## config.mk

```make
export PLATFORM = sky130hd
export DESIGN_NAME = mips_muldiv_unit_flat
export DESIGN_NICKNAME = d
export VERILOG_FILES = /design/src/rtl/mips_muldiv_unit_if.sv /design/src/rtl/mips_muldiv_unit.sv /design/src/flat_wrapper.sv
export SDC_FILE = /design/constraint.sdc
export NUM_CORES = 1
export LEC_CHECK = 0
export ABC_AREA = 1
export BUFFER_PORTS_ARGS = -buffer_cell sky130_fd_sc_hd__buf_2
export CAP_MARGIN = 40
export CORE_ASPECT_RATIO = 2
export CORE_MARGIN = 2
export CORE_UTILIZATION = 30
export CTS_BUF_LIST = sky130_fd_sc_hd__clkbuf_4
export DETAILED_ROUTE_END_ITERATION = 12
export GPL_TIMING_DRIVEN = 0
export PLACE_DENSITY_LB_ADDON = 0.15
export SYNTH_ARGS = -nofsm -noshare
export SYNTH_HDL_FRONTEND = slang
export SYNTH_SLANG_ARGS = --single-unit
```

## constraint.sdc

```tcl
create_clock -name clk -period 2.85 [get_ports clk]
set_input_delay 0.285 -clock clk [delete_from_list [all_inputs] [get_ports clk]]
set_output_delay 0.285 -clock clk [all_outputs]
set_load 0.005 [all_outputs]
```

## src/rtl/mips_muldiv_unit_if.sv

```systemverilog
// Bus between the MIPS controller/datapath and the multiply/divide unit.
interface mips_muldiv_unit_if #(
  parameter int WIDTH = 32
);
  logic             start;
  logic [1:0]       op;
  logic [WIDTH-1:0] a;
  logic [WIDTH-1:0] b;
  logic             flush;
  logic             hilo_wr;
  logic             hilo_sel;
  logic [WIDTH-1:0] wdata;
  logic             busy;
  logic             done;
  logic             div0;
  logic [WIDTH-1:0] hi;
  logic [WIDTH-1:0] lo;

  modport master (
    output start, op, a, b, flush, hilo_wr, hilo_sel, wdata,
    input  busy, done, div0, hi, lo
  );

  modport slave (
    input  start, op, a, b, flush, hilo_wr, hilo_sel, wdata,
    output busy, done, div0, hi, lo
  );
endinterface

```

## src/rtl/mips_muldiv_unit.sv

```systemverilog
// Iterative MULT/MULTU/DIV/DIVU unit with HI/LO registers.
// One shift-add or restoring-divide step per cycle on magnitudes, then a
// single sign-fix cycle that writes HI/LO.
module mips_muldiv_unit #(
  parameter int WIDTH = 32,
  parameter int CNT_W = 6
) (
  input  logic               clk,
  input  logic               reset,
  mips_muldiv_unit_if.slave  bus
);

  typedef enum logic [1:0] {
    S_IDLE,
    S_MUL,
    S_DIV,
    S_FIX
  } state_t;

  localparam logic [CNT_W-1:0] LAST = CNT_W'(WIDTH - 1);

  state_t             state_q, state_d;
  logic [CNT_W-1:0]   cnt_q;
  // MUL: running product {upper, multiplier}. DIV: {remainder, dividend/quotient}.
  logic [2*WIDTH-1:0] acc_q;
  logic [WIDTH-1:0]   opnd_q;
  logic               neg_q;
  logic               rneg_q;
  logic               zero_q;
  logic               done_q;
  logic               div0_q;
  logic [WIDTH-1:0]   hi_q;
  logic [WIDTH-1:0]   lo_q;

  logic               sgn_a, sgn_b;
  logic [WIDTH-1:0]   abs_a, abs_b;
  logic [WIDTH-1:0]   addend;
  logic [WIDTH:0]     mul_sum;
  logic [WIDTH:0]     div_shift;
  logic [WIDTH:0]     div_diff;
  logic [2*WIDTH-1:0] prod_fix;
  logic [WIDTH-1:0]   quot_fix;
  logic [WIDTH-1:0]   rem_fix;

  assign bus.busy = (state_q != S_IDLE);
  assign bus.done = done_q;
  assign bus.div0 = div0_q;
  assign bus.hi   = hi_q;
  assign bus.lo   = lo_q;

  // Operand magnitudes, per-step arithmetic and sign-fixed results
  always_comb begin
    sgn_a     = bus.op[0] & bus.a[WIDTH-1];
    sgn_b     = bus.op[0] & bus.b[WIDTH-1];
    abs_a     = sgn_a ? -bus.a : bus.a;
    abs_b     = sgn_b ? -bus.b : bus.b;
    addend    = acc_q[0] ? opnd_q : '0;
    mul_sum   = {1'b0, acc_q[2*WIDTH-1:WIDTH]} + {1'b0, addend};
    div_shift = acc_q[2*WIDTH-1:WIDTH-1];
    div_diff  = div_shift - {1'b0, opnd_q};
    prod_fix  = neg_q ? -acc_q : acc_q;
    quot_fix  = neg_q ? -acc_q[WIDTH-1:0] : acc_q[WIDTH-1:0];
    rem_fix   = rneg_q ? -acc_q[2*WIDTH-1:WIDTH] : acc_q[2*WIDTH-1:WIDTH];
  end

  // State register
  always_ff @(posedge clk or negedge reset) begin
    if (!reset) state_q <= S_IDLE;
    else        state_q <= state_d;
  end

  // Next-state: WIDTH iteration cycles, one fix cycle; flush aborts any busy state
  always_comb begin
    state_d = state_q;
    case (state_q)
      S_IDLE: if (bus.start) state_d = bus.op[1] ? S_DIV : S_MUL;
      S_MUL,
      S_DIV:  if (cnt_q == LAST) state_d = S_FIX;
      S_FIX:  state_d = S_IDLE;
      default: state_d = S_IDLE;
    endcase
    if (bus.flush && state_q != S_IDLE) state_d = S_IDLE;
  end

  // Datapath, counter and HI/LO registers
  always_ff @(posedge clk or negedge reset) begin
    if (!reset) begin
      cnt_q  <= '0;
      acc_q  <= '0;
      opnd_q <= '0;
      neg_q  <= 1'b0;
      rneg_q <= 1'b0;
      zero_q <= 1'b0;
      done_q <= 1'b0;
      div0_q <= 1'b0;
      hi_q   <= '0;
      lo_q   <= '0;
    end else begin
      done_q <= 1'b0;
      div0_q <= 1'b0;
      case (state_q)
        S_IDLE: begin
          if (bus.start) begin
            cnt_q  <= '0;
            neg_q  <= sgn_a ^ sgn_b;
            rneg_q <= sgn_a;
            zero_q <= bus.op[1] && (bus.b == '0);
            if (bus.op[1]) begin
              acc_q  <= {{WIDTH{1'b0}}, abs_a};
              opnd_q <= abs_b;
            end else begin
              acc_q  <= {{WIDTH{1'b0}}, abs_b};
              opnd_q <= abs_a;
            end
          end else if (bus.hilo_wr) begin
            if (bus.hilo_sel) hi_q <= bus.wdata;
            else              lo_q <= bus.wdata;
          end
        end
        S_MUL: begin
          cnt_q <= cnt_q + 1'b1;
          acc_q <= {mul_sum, acc_q[WIDTH-1:1]};
        end
        S_DIV: begin
          cnt_q <= cnt_q + 1'b1;
          if (!div_diff[WIDTH])
            acc_q <= {div_diff[WIDTH-1:0], acc_q[WIDTH-2:0], 1'b1};
          else
            acc_q <= {div_shift[WIDTH-1:0], acc_q[WIDTH-2:0], 1'b0};
        end
        S_FIX: begin
          if (!bus.flush) begin
            done_q <= 1'b1;
            div0_q <= zero_q;
            if (state_t'(S_DIV) == S_DIV && opnd_is_div()) begin
              // A zero divisor leaves remainder=|a|; the remainder sign fix
              // restores raw a, so only the quotient needs forcing.
              hi_q <= rem_fix;
              lo_q <= zero_q ? '1 : quot_fix;
            end else begin
              hi_q <= prod_fix[2*WIDTH-1:WIDTH];
              lo_q <= prod_fix[WIDTH-1:0];
            end
          end
        end
        default: ;
      endcase
    end
  end

  // Remembers which kind of op is in flight for the fix cycle
  logic is_div_q;

  function automatic logic opnd_is_div();
    return is_div_q;
  endfunction

  // Operation kind latched at start
  always_ff @(posedge clk or negedge reset) begin
    if (!reset)                            is_div_q <= 1'b0;
    else if (state_q == S_IDLE && bus.start) is_div_q <= bus.op[1];
  end

endmodule

```

## src/flat_wrapper.sv

```systemverilog
// flat-port wrapper written by rule: the top's interface ports become plain ports
module mips_muldiv_unit_flat 
#(
  parameter int WIDTH = 32,
  parameter int CNT_W = 6
)
  (clk, reset, bus_start, bus_op, bus_a, bus_b, bus_flush, bus_hilo_wr, bus_hilo_sel, bus_wdata, bus_busy, bus_done, bus_div0, bus_hi, bus_lo);
  mips_muldiv_unit_if #(.WIDTH(WIDTH)) bus_i ();
  input  logic clk;
  input  logic reset;
  input wire logic [$bits(bus_i.start)-1:0] bus_start;
  input wire logic [$bits(bus_i.op)-1:0] bus_op;
  input wire logic [$bits(bus_i.a)-1:0] bus_a;
  input wire logic [$bits(bus_i.b)-1:0] bus_b;
  input wire logic [$bits(bus_i.flush)-1:0] bus_flush;
  input wire logic [$bits(bus_i.hilo_wr)-1:0] bus_hilo_wr;
  input wire logic [$bits(bus_i.hilo_sel)-1:0] bus_hilo_sel;
  input wire logic [$bits(bus_i.wdata)-1:0] bus_wdata;
  output wire logic [$bits(bus_i.busy)-1:0] bus_busy;
  output wire logic [$bits(bus_i.done)-1:0] bus_done;
  output wire logic [$bits(bus_i.div0)-1:0] bus_div0;
  output wire logic [$bits(bus_i.hi)-1:0] bus_hi;
  output wire logic [$bits(bus_i.lo)-1:0] bus_lo;
  assign bus_i.start = bus_start;
  assign bus_i.op = bus_op;
  assign bus_i.a = bus_a;
  assign bus_i.b = bus_b;
  assign bus_i.flush = bus_flush;
  assign bus_i.hilo_wr = bus_hilo_wr;
  assign bus_i.hilo_sel = bus_hilo_sel;
  assign bus_i.wdata = bus_wdata;
  assign bus_busy = bus_i.busy;
  assign bus_done = bus_i.done;
  assign bus_div0 = bus_i.div0;
  assign bus_hi = bus_i.hi;
  assign bus_lo = bus_i.lo;
  mips_muldiv_unit #(.WIDTH(WIDTH), .CNT_W(CNT_W)) u_core (.clk(clk), .reset(reset), .bus(bus_i));
endmodule
```

==> metrics.md, run 1 <==
| Metric | Value |
|---|---|
| Status | complete, no violations |
| Worst r2r src | u_core.acc_q[35] |
| EDFF count, synth | 0 |
| Top Ports | 171 |
| First-pass GRT wire length | 135000 um |
| Post-DP Area | 20200 um^2 |
| Mapped Area | 18300 um^2 |
| Die Footprint | 63100 um^2 |
| Post-synth top flop | dfrtp_1 |
| Cells after Synth | 3145 |
| Number of nets in the layout | 3592 |
| Initial DRC count | 2257 |
| Pwr Density | 1050 nW/um^2 |
| Register bit total from synthesis | 174 |
| Flop pwr share | 21.1% |
| Leakage | 11.2 nW |
| Rel. slew slack | 42.3% |
| WP data arrival | 3.42 ns |
| List of most frequent post-synthesis cells | 990 x nand2_1, 404 x inv_1, 337 x nor2_1 |
| Routed wire length | 93800 um |
| Final Cell Area | 21700 um^2 |
| Vias | 22189 |
| Die Y | 353 um |
| Share of cells above drive strength 1 | 11.9% |
| Final setup fails | 0 |
| Beginning of the critical path | u_core.acc_q[35] |
| Starting Density | 30.2% |
| Async set-reset flop share out of synthesis | 100% |
| Synth cell types | 51 |
| Clk_skew | 0.0489 ns |
| Switching Fraction | 60.2% |
| Most common cell in the netlist | nand2_1 |
| Min-delay worst type | primary input to register |
| Total CTS buffers | 17 |
| H-tree depth | 4 |
| Max IR drop VDD | 392 uV |
| Die X | 179 um |
| Period minus WS final | 2.81 ns |
| Final Hold Vio Count | 0 |
| Worst skew pair latency | 0.71 ns |
| CTS tree | done |
| Drt drc | 0 |
| Mean post-synth cell area | 5.82 um^2 |
| Hpwl dp | 78200 um |
| Overflow after GRT | 0 |
| Total negative setup slack | 0 ns |
| Initial antenna violation count | 1 |
| Yosys top cell area share | 23.8% |
| Number of global-route vias before repair | 21134 |
| Root Buffer | clkbuf_4 |
| Initial DRT Pass Iterations | 9 |
| Final Max Tran Viols | 0 |
| Area grow syn2layout | 18.4% |
| Post-route setup slack | 0.0379 ns |
| Gpl congestion | 1.07 |
| Area leader, netlist | dfrtp_1 |
| Sink Count | 174 |
| Clock power frac | 7.4% |
| Worst Tran Pin Value | 0.866 ns |
| Fmax | 356 MHz |
| Switching pwr | 13.7 mW |
| RSZ-0062 raised after global routing | yes |
| Max-Cap Viols | 0 |
| CTS Buffer Depth | 2 |
| Int Pwr | 9.06 mW |
| Critical path startpoint category | register |
| Worst Setup Path Type | register to register |
| Required @ worst endpoint | 3.46 ns |
| Row count | 128 |
| Setup WS pre-CTS | -1.06 ns |
| Post-DR wirelength/cell | 22.3 um |
| Synth Warn # | 0 |
| Clock Pin Slew Worst Setup and Hold Paths | 0.21 ns |
| Worst Path Max Fanout | 10 |
| Via density | 5.27 |
| Crit end category | register |
| Largest net degree at the start of global routing | 104 |
| Hold Crit Start | bus_wdata[22] |
| Crit share post-route | 98.7% |
| I/O Buffers | 169 |
| Post-synthesis net count | 3324 |
| Synth area leaders | dfrtp_1 24%, nand2_1 20%, nand3_1 8.8% |
| GRT Overall Usage | 29.3% |
| Combinational share of power | 71.5% |
| Sequential fraction of the synthesis area | 23.8% |
| Core area | 60500 um^2 |
| DRT antenna net count | 0 |
| FILL cells | 6823 |
==> registers in the layout (all words and copies together), names as in the netlist, 2 cells and up <==
register and cells:
u_core.acc_q 64, u_core.bus.hi 32, u_core.cnt_q 6, u_core.opnd_q 32
u_core.state_q 2, u_core.bus.lo 32
==> stage by stage <==
stage,power (mW),instances,hold WS [ns],util (%)
detailed placement,19.9,4098,0.283,33.4
floorplan,14.0,3145,-0.0106,-
finish,22.8,4208,0.0492,35.8
global route,24.5,4208,0.00302,35.8
CTS,22.0,4188,0.000515,35.1
global placement,19.9,4094,0.466,33.2
==> worst max-delay path, cell delays in order (launching register included) <==
cell and delay, ns:
dfrtp_1 0.61, ha_1 0.47, nand2_2 0.12, nor2_2 0.16, nand3_2 0.09, nand2_2 0.10, nand2_2 0.07, nand2_2 0.08
nand2_4 0.09, nand3_4 0.13, buf_6 0.18, nand3_1 0.22, nand3_1 0.19, nand2_1 0.07, nand2_1 0.07, nand2_1 0.05
==> final timing paths <==
check / to / slack [ns] / cells after the start
worst min-delay path: u_core.bus.lo[22] / 0.05 / 5
worst max-delay path: u_core.acc_q[51] / 0.04 / 15
worst min register to register: u_core.cnt_q[0] / 0.51 / 1
max in group asynchronous: u_core.acc_q[19] / 1.70 / 3
worst max register to register: u_core.acc_q[51] / 0.04 / 15
min in group asynchronous: u_core.acc_q[57] / 0.11 / 2
==> routing by layer <==
| layer | vias to the layer above | global-route usage [%] | share of wire, % |
|---|---|---|---|
| met5 | - | 0 | 0 |
| met4 | 0 | 20.4 | 8.2 |
| met3 | 227 | 2.64 | 5.0 |
| met2 | 889 | 48.0 | 47 |
| met1 | 10319 | 35.8 | 40 |
| li1 | 10754 | - | - |
==> cell usage in the layout, fill, tap and decap left out, types with 11 or more instances in the layout <==
master,n
ha_1,65
o21ai_1,14
nand4_1,36
nor2_2,11
nand3b_1,25
dfrtp_2,29
nor3_1,37
o21ai_0,148
nor2_1,332
dlygate4sd3_1,48
xor2_1,40
o211ai_1,37
clkbuf_4,18
nand3_2,19
nand3_1,306
buf_4,25
a31oi_1,11
o22ai_1,19
buf_2,178
clkbuf_1,67
o221ai_1,19
nand2_2,22
a21oi_1,217
xnor2_1,12
inv_1,400
or2_2,12
a21oi_2,13
nand2_1,979
dfrtp_1,145
==> power groups by stage <==
| stage | combinational, mW | clock, mW | sequential, mW |
|---|---|---|---|
| after floorplan | 9.74 | 0 | 4.27 |
| final | 16.3 | 1.69 | 4.80 |
| after global placement | 15.0 | 0 | 4.82 |
| after global routing | 17.8 | 1.81 | 4.86 |
| after CTS | 15.5 | 1.71 | 4.76 |
| after detailed placement | 15.1 | 0 | 4.82 |
==> area by class of cell <==
| type | instances | area [um^2] | share of cell area, % |
|---|---|---|---|
| diodes | 2 | 5.00 | 0.0231 |
| plain buffers | 103 | 504 | 2.33 |
| clock buffers | 17 | 128 | 0.589 |
| clock inverters | 15 | 196 | 0.907 |
| inverters | 417 | 1580 | 7.28 |
| multi-input cells | 2451 | 12200 | 56.5 |
| flip-flops and latches | 174 | 4390 | 20.3 |
| well taps | 780 | 976 | 4.51 |
| repair buffers | 249 | 1650 | 7.60 |
==> logic make-up after synthesis <==
kind of cell | share of synthesized area (%)
flops | 23.8
xor+xnor | 2.49
compound gates | 15.9
buf+inv | 11.0
fa+ha+maj | 5.21
simple gates | 41.6
==> what timing repair did <==
action                     4_1_cts  5_1_grt
resized for setup               57       87
pin swaps                        4       10
gates cloned                     0        2
hold endpoints to repair       144        0
hold buffers                    48        0
setup endpoints to repair       92       71
setup buffers                   10       16
(Power assumes the default switching activity.)
==> inputs of run 2 (changes only) <==
--- a/config.mk
+++ b/config.mk
@@ -6,7 +6,7 @@
 export NUM_CORES = 1
 export LEC_CHECK = 0
 export ABC_AREA = 1
-export BUFFER_PORTS_ARGS = -buffer_cell sky130_fd_sc_hd__buf_2
+export BUFFER_PORTS_ARGS = -buffer_cell sky130_fd_sc_hd__clkbuf_2
 export CAP_MARGIN = 40
 export CORE_ASPECT_RATIO = 2
 export CORE_MARGIN = 2
==> metrics.md, run 2 (synthesis results as in run 1) <==
| Metric | Value |
|---|---|
| Status | complete, no violations (unchanged) |
| I/O Buffers | 169 (unchanged) |
| Rel. slew slack | 44.5% (was 42.3%) |
| Final Max Tran Viols | 0 (unchanged) |
| Max Used Layer | met4 (unchanged) |
| Overflow after GRT | 0 (unchanged) |
| RSZ-0062 raised after global routing | yes (unchanged) |
| Max-Cap Viols | 0 (unchanged) |
| Period minus WS final | 2.81 ns (about the same) |
| Final Hold Vio Count | 0 (unchanged) |
| Crit share post-route | 98.6% (was 98.7%) |
| CTS tree | done (unchanged) |
| Core area | 60500 um^2 (unchanged) |
| GRT Overall Usage | 29.9% (was 29.3%) |
| FILL cells | 6847 (was 6823) |
| Share of cells above drive strength 1 | 12.1% (was 11.9%) |
| CTS Buffer Depth | 2 (unchanged) |
| Worst skew pair latency | 0.73 ns (was 0.71 ns) |
| Root Buffer | clkbuf_4 (unchanged) |
| Worst path cell trace | ha_1 -> nand2_1 -> nor2_1 -> nand3_1 -> nand3_1 -> nand2_1 -> nand2_1 -> nand2_1 -> nand2_1 -> nand2_1 -> nand3_1 -> nand2_1 -> nand2_1 -> nand2_1 (was ha_1 -> nand2_2 -> nor2_2 -> nand3_2 -> nand2_2 -> nand2_2 -> nand2_2 -> nand2_4 -> nand3_4 -> buf_6 -> nand3_1 -> nand3_1 -> nand2_1 -> nand2_1 -> nand2_1) |
| Crit-path most repeated cell | nand2_1 (was nand2_2) |
| Buffers and inverters on the worst path | 0 (was 1) |
| Post-DR wirelength/cell | 22.8 um (was 22.3 um) |
| Total Power | 23.2 mW (was 22.8 mW) |
| Routed wire length | 96100 um (was 93800 um) |
| Row count | 128 (unchanged) |
| Commonest non-fill, non-tap cells in the layout | 981 x nand2_1, 401 x inv_1, 333 x nor2_1 (was 979 x nand2_1, 400 x inv_1, 332 x nor2_1) |
| Final core utilization | 36.1% (was 35.8%) |
| Die Y | 353 um (unchanged) |
| Area grow syn2layout | 19.3% (was 18.4%) |
| Required @ worst endpoint | 3.47 ns (was 3.46 ns) |
| Number of global-route vias before repair | 21216 (was 21134) |
| Number of nets in the layout | 3601 (was 3592) |
| DRT antenna net count | 0 (unchanged) |
| Initial antenna violation count | 1 (unchanged) |
| Hpwl dp | 80100 um (was 78200 um) |
| Leakage | 11.3 nW (was 11.2 nW) |
| Total negative setup slack | 0 ns (unchanged) |
| Initial DRT Pass Iterations | 8 (was 9) |
| Final setup fails | 0 (unchanged) |
| WP data arrival | 3.43 ns (was 3.42 ns) |
| Worst Path Max Fanout | 8 (was 10) |
| Gpl congestion | 1.02 (was 1.07) |
| Via density | 5.26 (was 5.27) |
| Max IR drop VDD | 433 uV (was 392 uV) |
| First-pass GRT wire length | 137000 um (was 135000 um) |
| WL met1 | 38400 um (was 37800 um) |
| Critical path startpoint category | register (unchanged) |
| Crit-path slowest cell | dfrtp_2 (was dfrtp_1) |
| Crit end category | register (unchanged) |
| Die X | 179 um (unchanged) |
| Pwr Density | 1060 nW/um^2 (was 1050 nW/um^2) |
| Fmax | 356 MHz (about the same) |
| Max FFs per register | 64 (unchanged) |
| Met2 wire len | 45500 um (was 43600 um) |
| Worst Tran Pin Value | 0.832 ns (was 0.866 ns) |
| Top Ports | 171 (unchanged) |
| Drt drc | 0 (unchanged) |
| Most common cell after layout, fill and taps aside | nand2_1 (unchanged) |
| Worst Setup Path Type | register to register (unchanged) |
| Clock Pin Slew Worst Setup and Hold Paths | 0.22 ns (was 0.21 ns) |
| Starting Density | 30.2% (unchanged) |
| Min-delay worst type | primary input to register (unchanged) |
| Initial DRC count | 2244 (was 2257) |
| Worst path top cell family by delay | simple AND/OR/NAND/NOR gates (unchanged) |
| Biggest register | u_core.acc_q (unchanged) |
| Met3 routed WL | 4450 um (was 4710 um) |
| Die Footprint | 63100 um^2 (unchanged) |
| Clk_skew | 0.0455 ns (was 0.0489 ns) |
| CP max stage delay | 0.58 ns (was 0.61 ns) |
| H-tree depth | 4 (unchanged) |
| Vias | 22186 (was 22189) |
| Largest net degree at the start of global routing | 70 (was 104) |
| Total CTS buffers | 17 (unchanged) |
| Sink Count | 174 (unchanged) |
-- run 2: power by group --
group          switching (mW)  total [mW]  internal, mW
Clock                    1.26        1.70         0.444
Sequential               1.35        4.90          3.55
Combinational            11.4        16.6          5.18
Total                    14.0        23.2          9.18
-- run 2: worst paths after layout --
| kind | start | to | slack [ns] | depth (start not counted) |
|---|---|---|---|---|
| max | u_core.acc_q[37] | u_core.acc_q[58] | 0.04 | 14 |
| min | bus_a[29] | u_core.opnd_q[29] | 0.03 | 4 |
| max reg2reg | u_core.acc_q[37] | u_core.acc_q[58] | 0.04 | 14 |
| min reg2reg | u_core.cnt_q[0] | u_core.cnt_q[0] | 0.51 | 1 |
| max in group asynchronous | reset | u_core.bus.hi[21] | 1.75 | 4 |
| min in group asynchronous | reset | u_core.acc_q[62] | 0.05 | 2 |
-- run 2: final cells by class --
type | instances | area, um^2 | share of cell area (%)
Multi-Input combinational cell | 2451 | 12300 | 56.3
Sequential cell | 174 | 4400 | 20.1
Timing Repair Buffer | 259 | 1770 | 8.11
Inverter | 417 | 1580 | 7.22
Tap cell | 780 | 976 | 4.47
Buffer | 102 | 494 | 2.26
Clock inverter | 15 | 201 | 0.923
Clock buffer | 17 | 128 | 0.585
Antenna cell | 1 | 2.50 | 0.0115
-- run 2: tightest hold or removal path, stage by stage --
cell,delay [ns]
clkbuf_2,0.10
nand2_1,0.07
and2_1,0.13
o221ai_1,0.11
-- run 2: per-stage QoR --
step | cell area (um^2) | hold WS (ns) | worst slack, ns | instances
floorplan | 18300 | -0.0106 | 0.281 | 3145
global placement | 20100 | 0.470 | -2.16 | 4094
detailed placement | 20200 | 0.240 | -1.00 | 4100
CTS | 21400 | 0.00252 | 0.0100 | 4195
global route | 21800 | 0.0504 | -0.0204 | 4216
finish | 21800 | 0.0309 | 0.0389 | 4216
-- run 2: layer usage --
layer | global-route usage, % | vias up
met3 | 2.56 | 242
met1 | 36.0 | 10292
li1 | - | 10794
met2 | 50.2 | 858
met4 | 20.2 | 0
met5 | 0 | -
-- run 2: timing repair --
item / CTS / global route
endpoints found under the setup margin: 94 / 57
hold endpoints to repair: 183 / 0
pin swaps: 3 / 12
resized for setup: 65 / 86
hold buffers: 53 / 0
cloned: 0 / 3
setup buffers: 10 / 18
==> inputs of run 3 (changes only) <==
--- a/config.mk
+++ b/config.mk
@@ -13,7 +13,6 @@
 export CORE_UTILIZATION = 30
 export CTS_BUF_LIST = sky130_fd_sc_hd__clkbuf_4
 export DETAILED_ROUTE_END_ITERATION = 12
-export GPL_TIMING_DRIVEN = 0
 export PLACE_DENSITY_LB_ADDON = 0.15
 export SYNTH_ARGS = -nofsm -noshare
 export SYNTH_HDL_FRONTEND = slang
==> constraint.sdc (replaced) <==
create_clock -name clk -period 2.9 [get_ports clk]
set_input_delay 0.29 -clock clk [delete_from_list [all_inputs] [get_ports clk]]
set_output_delay 0.29 -clock clk [all_outputs]
set_load 0.005 [all_outputs]
==> metrics.md, run 3 (synthesis results as in run 1) <==
| Metric | Value |
|---|---|
| Status | complete, no violations (unchanged) |
| Clock power frac | 7.8% (was 7.4%) |
| Initial antenna violation count | 2 (was 1) |
| GRT Overall Usage | 28.1% (was 29.9%) |
| Largest net degree at the start of global routing | 66 (was 70) |
| Via density | 5.19 (was 5.26) |
| Overflow after GRT | 0 (unchanged) |
| Min-delay worst type | primary input to register (unchanged) |
| Vias | 21689 (was 22186) |
| Worst path cell trace | ha_1 -> fa_1 -> inv_1 -> nand2_1 -> nand2_1 -> nand3_1 -> nand2_2 -> nand2_2 -> nand2_2 -> nand2_4 -> nand3_2 -> nand3_2 -> nand2_1 -> nand3_1 -> o21ai_2 (was ha_1 -> nand2_1 -> nor2_1 -> nand3_1 -> nand3_1 -> nand2_1 -> nand2_1 -> nand2_1 -> nand2_1 -> nand2_1 -> nand3_1 -> nand2_1 -> nand2_1 -> nand2_1) |
| First-pass GRT wire length | 131000 um (was 137000 um) |
| FF-to-FF End | u_core.acc_q[0] (was u_core.acc_q[58]) |
| Critical path startpoint category | register (unchanged) |
| Hold Crit Start | bus_a[18] (was bus_a[29]) |
| Worst Tran Pin Value | 0.799 ns (was 0.832 ns) |
| Period minus WS final | 2.75 ns (was 2.81 ns) |
| Worst Path Max Fanout | 4 (was 8) |
| Share of cells above drive strength 1 | 10.9% (was 12.1%) |
| Switching pwr | 12.7 mW (was 14.0 mW) |
| Internal reg-to-reg setup slack | 0.15 ns (was 0.04 ns) |
| Worst Setup Path Type | register to register (unchanged) |
| Worst r2r src | u_core.opnd_q[0] (was u_core.acc_q[37]) |
| Initial DRC count | 1806 (was 2244) |
| Drt drc | 0 (unchanged) |
| RSZ-0062 raised after global routing | no (was yes) |
| Starting Density | 30.2% (unchanged) |
| Die X | 179 um (unchanged) |
| Rel. slew slack | 46.8% (was 44.5%) |
| Hold path endpoint | u_core.opnd_q[18] (was u_core.opnd_q[29]) |
| Biggest register | u_core.acc_q (unchanged) |
| Max IR drop VDD | 657 uV (was 433 uV) |
| Final Hold Vio Count | 0 (unchanged) |
| Sink Count | 174 (unchanged) |
| Post-DR wirelength/cell | 21.4 um (was 22.8 um) |
| Fmax | 363 MHz (was 356 MHz) |
| Switching Fraction | 59.4% (was 60.4%) |
| Hold path depth | 5 (was 4) |
| CP max stage delay | 0.46 ns (was 0.58 ns) |
| Max Used Layer | met5 (was met4) |
| Reg2Reg Depth | 15 (was 14) |
| Routed wire length | 89400 um (was 96100 um) |
| Root Buffer | clkbuf_4 (unchanged) |
| Max-Cap Viols | 0 (unchanged) |
| Clock Pin Slew Worst Setup and Hold Paths | 0.19 ns (was 0.22 ns) |
| Number of global-route vias before repair | 20921 (was 21216) |
| Dpl cells | 4097 (was 4100) |
| Total Power | 21.4 mW (was 23.2 mW) |
| Crit share post-route | 95.0% (was 98.6%) |
| Clk_skew | 0.0462 ns (was 0.0455 ns) |
| Top Ports | 171 (unchanged) |
| Met2 wire len | 42500 um (was 45500 um) |
| Die Footprint | 63100 um^2 (unchanged) |
| FILL cells | 6918 (was 6847) |
| Final Max Tran Viols | 0 (unchanged) |
| DRT antenna net count | 0 (unchanged) |
| H-tree depth | 4 (unchanged) |
| Int Pwr | 8.67 mW (was 9.18 mW) |
| Area grow syn2layout | 17.0% (was 19.3%) |
| Total CTS buffers | 17 (unchanged) |
| Die Y | 353 um (unchanged) |
| Worst skew pair latency | 0.72 ns (was 0.73 ns) |
| Crit end category | register (unchanged) |
| Leakage | 11.4 nW (was 11.3 nW) |
| Max FFs per register | 64 (unchanged) |
| CTS Buffer Depth | 2 (unchanged) |
| Row count | 128 (unchanged) |
| Initial DRT Pass Iterations | 6 (was 8) |
| Met3 routed WL | 4590 um (was 4450 um) |
| Hpwl dp | 74700 um (was 80100 um) |
| Commonest non-fill, non-tap cells in the layout | 989 x nand2_1, 404 x inv_1, 337 x nor2_1 (was 981 x nand2_1, 401 x inv_1, 333 x nor2_1) |
| Crit-path slowest cell | dfrtp_2 (unchanged) |
| Number of nets in the layout | 3566 (was 3601) |
| Pwr Density | 999 nW/um^2 (was 1060 nW/um^2) |
| Most common cell after layout, fill and taps aside | nand2_1 (unchanged) |
| WL met1 | 36900 um (was 38400 um) |
| I/O Buffers | 170 (was 169) |
| Gpl congestion | 1.00 (was 1.02) |
| Final setup fails | 0 (unchanged) |
| Non-Filler Instances | 4181 (was 4216) |
| Flop pwr share | 21.9% (was 21.2%) |
| Core area | 60500 um^2 (unchanged) |
| CTS tree | done (unchanged) |
| Required @ worst endpoint | 3.50 ns (was 3.47 ns) |
| Combinational share of power | 70.3% (was 71.5%) |
| WP data arrival | 3.35 ns (was 3.43 ns) |
run 3: how the worst max path moves through the flow:
stage | start | to | slack [ns]
final | u_core.opnd_q[0] | u_core.acc_q[0] | 0.15
after global routing | u_core.opnd_q[0] | u_core.acc_q[0] | 0.0004
after CTS | u_core.opnd_q[0] | u_core.acc_q[47] | 0.09
after detailed placement | u_core.opnd_q[0] | u_core.acc_q[0] | -0.19
after global placement | u_core.opnd_q[0] | u_core.acc_q[0] | -0.15
after floorplan | u_core.acc_q[0] | u_core.acc_q[53] | 0.33
run 3: power by group through the flow:
stage,combinational [mW],clock [mW],sequential (mW)
4_1_cts,14.8,1.71,4.61
2_1_floorplan,9.58,0,4.19
3_5_place_dp,14.7,0,4.68
3_3_place_gp,14.7,0,4.67
5_1_grt,16.6,1.79,4.76
6_report,15.0,1.67,4.68
run 3: layout make-up:
| type | instances | area, um^2 | area share, % |
|---|---|---|---|
| Antenna cell | 1 | 2.50 | 0.0117 |
| Clock buffer | 17 | 128 | 0.596 |
| Clock inverter | 15 | 209 | 0.976 |
| Inverter | 417 | 1570 | 7.31 |
| Multi-Input combinational cell | 2452 | 12000 | 56.0 |
| Sequential cell | 174 | 4360 | 20.4 |
| Tap cell | 780 | 976 | 4.56 |
| Timing Repair Buffer | 325 | 2190 | 10.2 |
run 3: repair_timing:
action | 4_1_cts | 5_1_grt
gates resized for setup | 3 | 6
cloned | 0 | 1
hold endpoints to repair | 136 | 0
setup buffers | 0 | 2
pin swaps | 0 | 1
hold buffers | 48 | 0
endpoints found under the setup margin | 1 | 28
run 3: metrics by stage:
step	setup WS, ns	hold WS, ns	setup TNS (ns)	util [%]	area (um^2)
after floorplan	0.331	-0.00559	0	-	18300
final	0.146	0.0497	0	35.3	21400
after detailed placement	-0.191	0.325	-0.191	33.9	20500
after global routing	0.000438	0.0275	0	35.3	21400
after global placement	-0.147	0.328	-0.147	33.9	20500
after CTS	0.0941	0.00326	0	35.3	21300
run 3: critical path: cells and delay by family, from the launching register on:
family / cells / cell delay (ns)
adder cells (fa/ha/maj): 2 / 0.64
AO/OA/AOI/OAI: 1 / 0.18
flip-flops: 1 / 0.46
buffers and inverters: 1 / 0.09
AND/OR/NAND/NOR: 11 / 1.28
run 3: per-layer routing:
metal	vias to the layer above	GRT usage (%)
met4	2	15.0
li1	10728	-
met3	148	3.39
met2	749	46.6
met5	-	0
met1	10062	35.0
